[config.mk]
export PLATFORM = sky130hd
export DESIGN_NAME = mem_bus_sequencer
export DESIGN_NICKNAME = d
export VERILOG_FILES = /design/src/rtl/mem_bus_sequencer.sv
export SDC_FILE = /design/constraint.sdc
export NUM_CORES = 1
export LEC_CHECK = 0
export CORE_MARGIN = 4
export CORE_UTILIZATION = 59
export CTS_CLUSTER_DIAMETER = 150
export DETAILED_ROUTE_END_ITERATION = 10
export PLACE_DENSITY = 0.91
export SLEW_MARGIN = 5
export SYNTH_ARGS = -nofsm -noshare
export SYNTH_HDL_FRONTEND = slang
export SYNTH_SLANG_ARGS = --single-unit
export TNS_END_PERCENT = 10
[constraint.sdc]
create_clock -name i_clk -period 6.3 [get_ports i_clk]
set_input_delay 1.26 -clock i_clk [delete_from_list [all_inputs] [get_ports i_clk]]
set_output_delay 1.26 -clock i_clk [all_outputs]
set_load 0.02 [all_outputs]
[src/rtl/mem_bus_sequencer.sv]
// Memory-bus ownership sequencer: BOOT -> RUN <-> PAUSED, with undriven turnaround gaps on owner changes.
// Optional breakpoint trigger enabled by defining MEM_BUS_SEQ_BREAKPOINT_EN.

module mem_bus_sequencer_chk (
    input logic i_clk,
    input logic i_rstn,
    input logic isBooted,
    input logic isPaused,
    input logic disableDrive,
    input logic coreStall,
    input logic jtagReady
);
    a_turnGap: assert property (@(posedge i_clk) disable iff (!i_rstn)
        ((isBooted != $past(isBooted)) || (isPaused != $past(isPaused))) |-> disableDrive);

    a_jtagVsCore: assert property (@(posedge i_clk) disable iff (!i_rstn)
        !(jtagReady && !coreStall));
endmodule

module mem_bus_sequencer #(
    parameter int TURN_CYCLES = 2,
    parameter int DRAIN_MAX   = 8
) (
    input  logic        i_clk,
    input  logic        i_rstn,
    input  logic        i_bootDone,
    input  logic        i_pauseReq,
    input  logic        i_resumeReq,
    input  logic        i_coreIdle,
    output logic        o_isBooted,
    output logic        o_isPaused,
    output logic        o_disableDrive,
    output logic        o_coreStall,
    output logic        o_jtagReady,
    output logic        o_drainErr
`ifdef MEM_BUS_SEQ_BREAKPOINT_EN
    ,
    input  logic        i_bpWr,
    input  logic [15:0] i_bpAddr,
    input  logic        i_bpClr,
    input  logic [15:0] i_coreAddr,
    input  logic        i_coreEn,
    output logic        o_bpHit
`endif
);
    typedef enum logic [2:0] {
        ST_BOOT   = 3'd0,
        ST_TURN_B = 3'd1,
        ST_RUN    = 3'd2,
        ST_DRAIN  = 3'd3,
        ST_TURN_P = 3'd4,
        ST_PAUSED = 3'd5,
        ST_TURN_R = 3'd6
    } state_t;

    localparam logic [3:0] TURN_LAST  = 4'(TURN_CYCLES - 1);
    localparam logic [7:0] DRAIN_LAST = 8'(DRAIN_MAX - 1);

    // Output vector {isBooted, isPaused, disableDrive, coreStall, jtagReady} for a given state.
    function automatic logic [4:0] stateOuts(input state_t st);
        case (st)
            ST_BOOT:   stateOuts = 5'b00010;
            ST_TURN_B: stateOuts = 5'b10110;
            ST_RUN:    stateOuts = 5'b10000;
            ST_DRAIN:  stateOuts = 5'b10010;
            ST_TURN_P: stateOuts = 5'b11110;
            ST_PAUSED: stateOuts = 5'b11011;
            ST_TURN_R: stateOuts = 5'b10110;
            default:   stateOuts = 5'b00010;
        endcase
    endfunction

    state_t     state_r;
    state_t     nextState_s;
    logic [3:0] turnCnt_r;
    logic [3:0] turnCnt_s;
    logic [7:0] drainCnt_r;
    logic [7:0] drainCnt_s;
    logic       pausePending_r;
    logic       pausePending_s;
    logic       drainErr_r;
    logic       drainErr_s;
    logic       isBooted_r;
    logic       isPaused_r;
    logic       disableDrive_r;
    logic       coreStall_r;
    logic       jtagReady_r;
    logic       pauseIn_s;

`ifdef MEM_BUS_SEQ_BREAKPOINT_EN
    logic [15:0] bpAddr_r;
    logic        bpValid_r;
    logic        bpHit_r;
    logic        bpMatch_s;

    assign bpMatch_s = (state_r == ST_RUN) && i_coreEn && bpValid_r && (i_coreAddr == bpAddr_r);
    assign pauseIn_s = i_pauseReq | bpMatch_s;

    // Breakpoint register; a write wins over a clear in the same cycle.
    always_ff @(posedge i_clk or negedge i_rstn) begin
        if (!i_rstn) begin
            bpAddr_r  <= 16'h0000;
            bpValid_r <= 1'b0;
        end else if (i_bpWr) begin
            bpAddr_r  <= i_bpAddr;
            bpValid_r <= 1'b1;
        end else if (i_bpClr) begin
            bpValid_r <= 1'b0;
        end else begin
            bpValid_r <= bpValid_r;
        end
    end

    // Sticky hit flag, cleared on the resume edge into TURN_R.
    always_ff @(posedge i_clk or negedge i_rstn) begin
        if (!i_rstn) begin
            bpHit_r <= 1'b0;
        end else if ((state_r == ST_PAUSED) && i_resumeReq) begin
            bpHit_r <= 1'b0;
        end else if (bpMatch_s) begin
            bpHit_r <= 1'b1;
        end else begin
            bpHit_r <= bpHit_r;
        end
    end

    assign o_bpHit = bpHit_r;
`else
    assign pauseIn_s = i_pauseReq;
`endif

    // Next-state, counter, pending-pause and drain-error computation.
    always_comb begin
        nextState_s    = state_r;
        turnCnt_s      = turnCnt_r;
        drainCnt_s     = drainCnt_r;
        pausePending_s = pausePending_r;
        drainErr_s     = drainErr_r;
        case (state_r)
            ST_BOOT: begin
                if (pauseIn_s) begin
                    pausePending_s = 1'b1;
                end else begin
                    pausePending_s = pausePending_r;
                end
                if (i_bootDone) begin
                    nextState_s = ST_TURN_B;
                    turnCnt_s   = 4'd0;
                end else begin
                    nextState_s = ST_BOOT;
                end
            end
            ST_TURN_B: begin
                if (pauseIn_s) begin
                    pausePending_s = 1'b1;
                end else begin
                    pausePending_s = pausePending_r;
                end
                if (turnCnt_r != TURN_LAST) begin
                    turnCnt_s = turnCnt_r + 4'd1;
                end else if (pausePending_r) begin
                    nextState_s    = ST_DRAIN;
                    drainCnt_s     = 8'd0;
                    pausePending_s = 1'b0;
                end else begin
                    nextState_s = ST_RUN;
                end
            end
            ST_RUN: begin
                if (pauseIn_s || pausePending_r) begin
                    nextState_s    = ST_DRAIN;
                    drainCnt_s     = 8'd0;
                    pausePending_s = 1'b0;
                end else begin
                    nextState_s = ST_RUN;
                end
            end
            ST_DRAIN: begin
                if (i_coreIdle) begin
                    nextState_s = ST_TURN_P;
                    turnCnt_s   = 4'd0;
                end else if (drainCnt_r == DRAIN_LAST) begin
                    nextState_s = ST_TURN_P;
                    turnCnt_s   = 4'd0;
                    drainErr_s  = 1'b1;
                end else begin
                    drainCnt_s = drainCnt_r + 8'd1;
                end
            end
            ST_TURN_P: begin
                if (turnCnt_r == TURN_LAST) begin
                    nextState_s = ST_PAUSED;
                end else begin
                    turnCnt_s = turnCnt_r + 4'd1;
                end
            end
            ST_PAUSED: begin
                if (i_resumeReq) begin
                    nextState_s = ST_TURN_R;
                    turnCnt_s   = 4'd0;
                    drainErr_s  = 1'b0;
                end else begin
                    nextState_s = ST_PAUSED;
                end
            end
            ST_TURN_R: begin
                if (pauseIn_s) begin
                    pausePending_s = 1'b1;
                end else begin
                    pausePending_s = pausePending_r;
                end
                if (turnCnt_r == TURN_LAST) begin
                    nextState_s = ST_RUN;
                end else begin
                    turnCnt_s = turnCnt_r + 4'd1;
                end
            end
            default: begin
                nextState_s = ST_BOOT;
            end
        endcase
    end

    // State register; outputs are registered from the state being entered.
    always_ff @(posedge i_clk or negedge i_rstn) begin
        if (!i_rstn) begin
            state_r        <= ST_BOOT;
            turnCnt_r      <= 4'd0;
            drainCnt_r     <= 8'd0;
            pausePending_r <= 1'b0;
            drainErr_r     <= 1'b0;
            isBooted_r     <= 1'b0;
            isPaused_r     <= 1'b0;
            disableDrive_r <= 1'b0;
            coreStall_r    <= 1'b1;
            jtagReady_r    <= 1'b0;
        end else begin
            state_r        <= nextState_s;
            turnCnt_r      <= turnCnt_s;
            drainCnt_r     <= drainCnt_s;
            pausePending_r <= pausePending_s;
            drainErr_r     <= drainErr_s;
            {isBooted_r, isPaused_r, disableDrive_r, coreStall_r, jtagReady_r} <= stateOuts(nextState_s);
        end
    end

    assign o_isBooted     = isBooted_r;
    assign o_isPaused     = isPaused_r;
    assign o_disableDrive = disableDrive_r;
    assign o_coreStall    = coreStall_r;
    assign o_jtagReady    = jtagReady_r;
    assign o_drainErr     = drainErr_r;

    mem_bus_sequencer_chk u_chk (
        .i_clk        (i_clk),
        .i_rstn       (i_rstn),
        .isBooted     (isBooted_r),
        .isPaused     (isPaused_r),
        .disableDrive (disableDrive_r),
        .coreStall    (coreStall_r),
        .jtagReady    (jtagReady_r)
    );
endmodule
; ---- Yosys cells after proc, flatten, opt, wreduce, memory -nomap -nowiden
; Cells that the tools add are included.
[totals]
inputBits = 6
out_inout_bits = 6
reg_bits = 22
word_cells = 84
[classes]
reduce_logical = 13
n_addsub = 2
eq_ne = 26
n_mux = 33
[ops]
columns = op, count
row1 = 8-bit two-way mux, 5
row2 = 5-bit one-hot mux with 5 select lines, 1
row3 = 4-bit two-way mux, 6
row4 = 8-bit one-hot mux with 3 select lines, 1
row5 = 3-bit one-hot mux with 7 select lines, 1
row6 = 2-bit inequality test (second input constant), 10
row7 = 4-bit one-hot mux with 5 select lines, 1
row8 = 3-bit == test (second input constant), 6
row9 = 3-bit two-way mux, 5
row10 = 3-bit by 2-bit == test with 1-bit output (second input constant), 4
row11 = 6-bit AND reduction, 2
row12 = 1-bit two-way mux, 10
row13 = 8-bit by 1-bit adder with 8-bit output (second input constant), 1
row14 = 8-bit by 3-bit == test with 1-bit output (second input constant), 1
row15 = 3-bit by 1-bit == test with 1-bit output (second input constant), 2
row16 = 3-bit nonzero test, 2
row17 = 2-bit OR reduction, 3
row18 = 5-bit nonzero test, 1
row19 = 4-bit by 1-bit adder with 4-bit output (second input constant), 1
row20 = 4-bit by 1-bit == test with 1-bit output (second input constant), 1
row21 = 4-bit by 1-bit inequality test with 1-bit output (second input constant), 1
row22 = 4-bit AND reduction, 1
row23 = 3-bit zero test, 1
row24 = 3-bit inequality test (second input constant), 1
row25 = 6 further kinds, 6

; ---- Depth between registers and ports, before layout
; Gate-level depths: netlist of the first run.
[logic_depth]
word_depth = 7
mapped_depth = 10
ltp_nobuf = 9

; ---- Least setup slack after synthesis of the first run
; No wires, ideal clock.
[synth_timing]
path_type = input -> register
startpoint = input port i_pauseReq
endpoint = register turnCnt_r[0]
path_stages = 5
arrival_time_ps = 2455
n_path_buf = 0
required_time_ps = 6175
setup_slack_ps = 3721
cell_sequence = nor3b_1 o32a_1 a211oi_1 mux2_2 mux2_2
[synth_rtl]
columns = element, line_no
row1 = "start, declared", 27  ; input logic i_pauseReq,
row2 = "end signal, assigned", 239  ; turnCnt_r <= turnCnt_s;
row3 = "end, declared", 75  ; logic [3:0] turnCnt_r;

==> results.py, run 1 <==
metrics = {
    "sta": {
        "relSlewSlack_pct": 36.1,
        "skew_ns": 0.00580,
        "fin_tns_setup_ns": 0,
        "finalMaxSlewViolations": 0,
        "rsz0062_at_grt": "false",
        "max_freq_mhz": 351,
        "setup_viol": 0,
        "fin_ws_ns": 3.45,
        "finalHoldViolCount": 0,
        "fin_crit_ns": 2.85,
        "worst_slew_pin_slew_ns": 0.955,
        "post-route-period-util_pct": 45.3,
    },
    "critical_path": {
        "arrival_ns": 3.05,
        "start_kind": "input pin",
        "reg2reg_depth": 7,
        "crit_fanout": 5,
        "crit_required_ns": 6.50,
        "critPathCaptureType": "register",
        "slowest_stage": "clkdlybuf4s50_1",
        "max_stage_delay_ns": 0.48,
        "cp_top_family": "compound AO/OA/AOI/OAI gates",
        "crit_buf_inv": 1,
        "cp.depth": 6,
        "path_cells": "clkdlybuf4s50_1 > nor3b_1 > o32a_1 > a211oi_1 > mux2_2 > mux2_2",
        "crit_path_frequent_cell": "mux2_2",
        "crit_type": "input pin to register",
    },
    "cells_and_area": {
        "area_growth_pct": 10.8,
        "antennaDiodeCount": 0,
        "finalNetCount": 135,
        "drive_above_1_share_pct": 12.0,
        "final_cell_mix": "21 x dfrtp_1, 11 x clkdlybuf4s50_1, 8 x nor2_1, 8 x a21oi_1",
        "final_common_cell": "dfrtp_1",
    },
    "logic_synthesis": {
        "ys_ff_latch": 22,
        "syn_nets": 126,
        "syn-mean-instance-area_sq_um": 10.2,
        "synth_sequential_area_ratio_pct": 46.4,
        "synth-edff-count": 0,
        "synth.distinct_cells": 46,
        "ys.flop_type": "dfrtp_1",
        "synth_top_family_by_area": "compound AO/OA/AOI/OAI gates",
        "synth-simple-area-share_pct": 19.3,
        "syn_inst": 117,
        "yosysWarningCount": 0,
        "synth-xor-area-share_pct": 0.737,
        "synthArstFlopShare_pct": 100,
        "yosys-mux-area-fraction_pct": 2.84,
        "synthesis.area_sq_um": 1190,
        "synth_compound_area_share_pct": 20.9,
        "yosys.area_share.adder_pct": 3.16,
    },
    "die": {
        "die_h_microns": 52.9,
        "initial_core_util_pct": 65.3,
        "dieArea_sq_um": 2800,
        "io_pins": 12,
        "fp.dieW_microns": 52.9,
        "core_area_sq_um": 1820,
        "rows": 15,
    },
    "pwr": {
        "power.total_uw": 585,
        "total_leakage_power_nw": 0.577,
        "vdd_ir_drop_max_v": 0.000248,
        "power_density_nw_per_um2": 444,
    },
    "clocking": {
        "clk_pin_slew_ns": 0.12,
        "ctsLongestPathBuffers": 2,
        "clk_latency_ns": 0.31,
        "hold_buffers": 0,
        "cts_setup_buffers": 0,
        "tritoncts": "yes",
        "clock-sinks": 22,
        "cts.repair.resized": 0,
        "cts_buffers": 3,
        "cts-root-buf": "clkbuf_4",
        "htreeDepth": 1,
    },
    "grt": {
        "grt_remaining_overflow": 0,
        "grt_pass1_vias": 927,
        "antenna_found_initial": 0,
        "grtUsageTotal_pct": 19.2,
        "grt_max_degree": 23,
        "grt_pass1_wl_mm": 3.95,
    },
    "min_path": {
        "hp-class": "register to register",
        "hold_depth": 1,
    },
    "placement": {
        "port_buffers": 11,
        "place_hpwl_mm": 1.69,
        "place_ws_ns": 3.13,
        "place_congestion": 0.771,
    },
    "route": {
        "viasPerCell": 6.34,
        "totalWireLength_mm": 2.34,
        "wl_per_cell_microns": 15.6,
        "ant_nets": 0,
        "vias": 951,
        "first_pass_iters": 4,
        "drcViolationCount": 0,
        "first_iter_violations": 62,
    },
    "run_status": {
        "status": "finished, final reports clean",
    },
    "run": {
        "maxCapViolCount": 0,
    },
}
## cells by family (layout without fill, tap and decap cells)
| kind of cell | count (synthesis) | count (layout) |
|---|---|---|
| DFF | 22 | 22 |
| AOI/OAI and AO/OA | 34 | 34 |
| muxes | 3 | 3 |
| and+or+nand+nor | 39 | 39 |
| xor gates and xnor gates | 1 | 1 |
| adders and majority gates | 3 | 3 |
| buffers and inverters | 15 | 23 |
## final timing paths
path,startpoint,endpoint,slack [ns]
min in group asynchronous,i_rstn,state_r[0],1.47
max in group asynchronous,i_rstn,drainCnt_r[1],4.25
min,drainCnt_r[7],drainCnt_r[7],0.50
min reg2reg,drainCnt_r[7],drainCnt_r[7],0.50
max,i_pauseReq,turnCnt_r[1],3.45
max reg2reg,turnCnt_r[1],turnCnt_r[1],3.79
## metal layers
metal	GRT usage (%)	wire, microns
met5	0	0
met4	10.6	47
met3	2.54	161
met2	30.6	1140
met1	25.2	992
## sequential cells by signal, summed over array words and instances (netlist names)
name and flops:
turnCnt_r 4, o_drainErr 1, o_disableDrive 1, o_isBooted 1, o_coreStall 1, o_jtagReady 1
o_isPaused 1, state_r 3, pausePending_r 1, drainCnt_r 8
## synth_stat cells, drive strengths merged, types with 2 or more instances
cell	count	share of area (%)
inv	8	2.5
nand2	7	2.2
o32a	2	1.7
and3	3	1.6
a21oi	8	3.4
o21a	3	1.9
nor3	2	1.3
buf	3	2.8
nor2	8	2.5
nor3b	2	1.3
mux2	3	2.8
dfrtp	21	44
a41oi	2	1.5
nand3	3	1.3
ha	3	3.2
o221ai	2	1.5
or3b	2	1.5
or2	2	1.1
clkbuf	4	1.3
o22ai	2	1.1
a31oi	2	1.1
or3	2	1.1
a22o	3	2.2
## layout make-up
type	count	area, sq um
clock buffer	4	36.3
fill	139	503
inverter	8	30.0
multi-input combinational	80	558
sequential	22	552
tap	25	31.3
timing repair buffer	11	110
## where the power goes
part,leakage (nW),internal [mW],switching (mW)
combinational,0.271,0.129,0.150
sequential,0.285,0.186,0.0440
clock,0.0210,0.0353,0.0410
total,0.577,0.350,0.235
## per-stage QoR
| step | std cells | hold slack, ns | util (%) | instance area, sq um |
|---|---|---|---|---|
| 4_1_cts | 150 | 0.500 | 72.4 | 1320 |
| 3_3_place_gp | 146 | 0.475 | 70.4 | 1280 |
| 6_report | 150 | 0.505 | 72.4 | 1320 |
| 5_1_grt | 150 | 0.532 | 72.4 | 1320 |
| 3_5_place_dp | 146 | 0.482 | 70.4 | 1280 |
| 2_1_floorplan | 117 | 0.453 | - | 1190 |
Note: power is estimated with default switching activity, not from simulation.
==> run 2, diff against run 1 <==
--- a/config.mk
+++ b/config.mk
@@ -6,10 +6,10 @@
 export NUM_CORES = 1
 export LEC_CHECK = 0
 export CORE_MARGIN = 4
-export CORE_UTILIZATION = 59
+export CORE_UTILIZATION = 49
 export CTS_CLUSTER_DIAMETER = 150
 export DETAILED_ROUTE_END_ITERATION = 10
-export PLACE_DENSITY = 0.91
+export PLACE_DENSITY = 0.82
 export SLEW_MARGIN = 5
 export SYNTH_ARGS = -nofsm -noshare
 export SYNTH_HDL_FRONTEND = slang
==> constraint.sdc (replaced) <==
create_clock -name i_clk -period 2.3 [get_ports i_clk]
set_input_delay 0.46 -clock i_clk [delete_from_list [all_inputs] [get_ports i_clk]]
set_output_delay 0.46 -clock i_clk [all_outputs]
set_load 0.02 [all_outputs]
==> run 2 against run 1 <==
Against the previous run:
- largest cell class unchanged
- largest power group unchanged
- clock power grew to 3.9 times the previous value
- critical endpoint is now turnCnt_r[0]
- clock skew shrank 0.0016 ns
- sequential share of layout area shrank 4.4 points
- register-to-register slack lost 3.7 ns
- via count grew 1.9%
- first-iteration DRC count shrank 79%
- total power grew to 3.2 times the previous value
- die area grew 17%
==> results.py, run 2 (synthesis results as in run 1) <==
metrics = {
    "cells_and_area": {
        "final_area_sq_um": 1470,
        "final_cell_mix": "21 x dfrtp_1, 14 x buf_4, 11 x clkdlybuf4s50_1",
        "final_common_cell": "dfrtp_1",
        "reg_top3": "drainCnt_r (8), turnCnt_r (4), state_r (3)",
        "largest_register": "drainCnt_r",
        "area_growth_pct": 23.8,
        "final_util_pct": 65.3,
        "drive_above_1_share_pct": 23.0,
        "finalNetCount": 149,
        "antennaDiodeCount": 0,
        "largest_reg_flops": 8,
    },
    "route": {
        "ant_nets": 0,
        "wl_per_cell_microns": 14.2,
        "first_iter_violations": 13,
        "vias": 969,
        "totalWireLength_mm": 2.38,
        "first_pass_iters": 4,
        "drcViolationCount": 0,
        "viasPerCell": 5.80,
    },
    "critical_path": {
        "start_kind": "register",
        "crit_type": "register to register",
        "rr_endpoint": "turnCnt_r[0]",
        "reg2reg_depth": 5,
        "r2r_slack_ns": 0.08,
        "crit_fanout": 4,
        "arrival_ns": 2.43,
        "crit_required_ns": 2.51,
        "critPathCaptureType": "register",
        "r2r_start": "drainCnt_r[4]",
    },
    "sta": {
        "setup_viol": 0,
        "finalHoldViolCount": 0,
        "max_freq_mhz": 451,
        "post-route-period-util_pct": 96.4,
        "skew_ns": 0.00416,
        "worst_slew_pin_slew_ns": 0.625,
        "finalMaxSlewViolations": 0,
        "fin_crit_ns": 2.22,
        "rsz0062_at_grt": "true",
        "relSlewSlack_pct": 58.0,
    },
    "min_path": {
        "hp-class": "input pin to async pin",
    },
    "placement": {
        "place_hpwl_mm": 1.72,
        "placed_area_sq_um": 1380,
        "place_congestion": 0.792,
        "port_buffers": 11,
    },
    "clocking": {
        "clk_latency_ns": 0.32,
        "cts-root-buf": "clkbuf_4",
        "clk_pin_slew_ns": 0.13,
        "cts_buffers": 3,
        "ctsLongestPathBuffers": 2,
        "hold_buffers": 0,
        "tritoncts": "yes",
        "clock-sinks": 22,
        "htreeDepth": 1,
    },
    "die": {
        "fp.dieW_microns": 57.3,
        "initial_core_util_pct": 52.7,
        "io_pins": 12,
        "core_area_sq_um": 2250,
        "die_h_microns": 57.3,
        "rows": 17,
        "dieArea_sq_um": 3280,
    },
    "grt": {
        "grt_pass1_vias": 960,
        "grt_remaining_overflow": 0,
        "grtUsageTotal_pct": 16.0,
        "grt_pass1_wl_mm": 4.15,
        "antenna_found_initial": 0,
        "grt_max_degree": 23,
    },
    "run": {
        "maxCapViolCount": 0,
    },
    "pwr": {
        "total_leakage_power_nw": 0.666,
        "power.total_mw": 1.88,
        "vdd_ir_drop_max_v": 0.000816,
        "power_density_nw_per_um2": 1280,
    },
    "run_status": {
        "status": "finished, final reports clean",
    },
}
-- run 2: worst max-delay path: stages (launching register included) --
cell and delay (ns):
dfrtp_1 0.42, or4_4 0.54, o311a_4 0.35, nor3_2 0.25, mux2_4 0.22, mux2_2 0.33
-- run 2: through the flow --
stage | hold WS (ns) | TNS, ns | instances | setup slack (ns)
after floorplan | 0.164 | 0 | 117 | 0.0402
after global placement | 0.478 | 0 | 160 | 0.00991
after detailed placement | 0.476 | -0.115 | 160 | -0.0582
after CTS | 0.479 | 0 | 167 | 0.0570
after global routing | 0.498 | -0.0256 | 167 | -0.0152
final | 0.467 | 0 | 167 | 0.0835
-- run 2: final cells by class --
class | instances | area (sq um)
Fill cell | 166 | 783
Inverter | 8 | 30.0
Tap cell | 28 | 35.0
Multi-Input combinational cell | 80 | 587
Clock inverter | 1 | 30.0
Timing Repair Buffer | 25 | 215
Sequential cell | 22 | 552
Clock buffer | 3 | 22.5
-- run 2: per-layer routing --
layer | track usage, % | wire length (microns)
met1 | 18.7 | 1090
met2 | 28.5 | 1160
met3 | 3.17 | 86
met4 | 5.96 | 42
met5 | 0 | 0
-- run 2: what timing repair did --
item                                    in CTS  in global routing
buffers inserted                             3                  0
pin swaps                                    2                  1
endpoints found under the setup margin       2                  3
gates cloned                                 0                  0
resized for setup                            1                  2
-- run 2: power by group --
| part | internal [mW] | switching (mW) |
|---|---|---|
| clock | 0.176 | 0.123 |
| sequential | 0.510 | 0.0929 |
| combinational | 0.489 | 0.486 |
| total | 1.18 | 0.702 |
-- run 2: how the worst max path moves through the flow --
stage / cells past startpoint / end / startpoint
CTS: 5 / turnCnt_r[0] / drainCnt_r[3]
finish: 5 / turnCnt_r[0] / drainCnt_r[4]
floorplan: 7 / turnCnt_r[0] / turnCnt_r[1]
global placement: 7 / turnCnt_r[0] / turnCnt_r[1]
detailed placement: 7 / turnCnt_r[0] / turnCnt_r[1]
global route: 7 / turnCnt_r[0] / turnCnt_r[1]
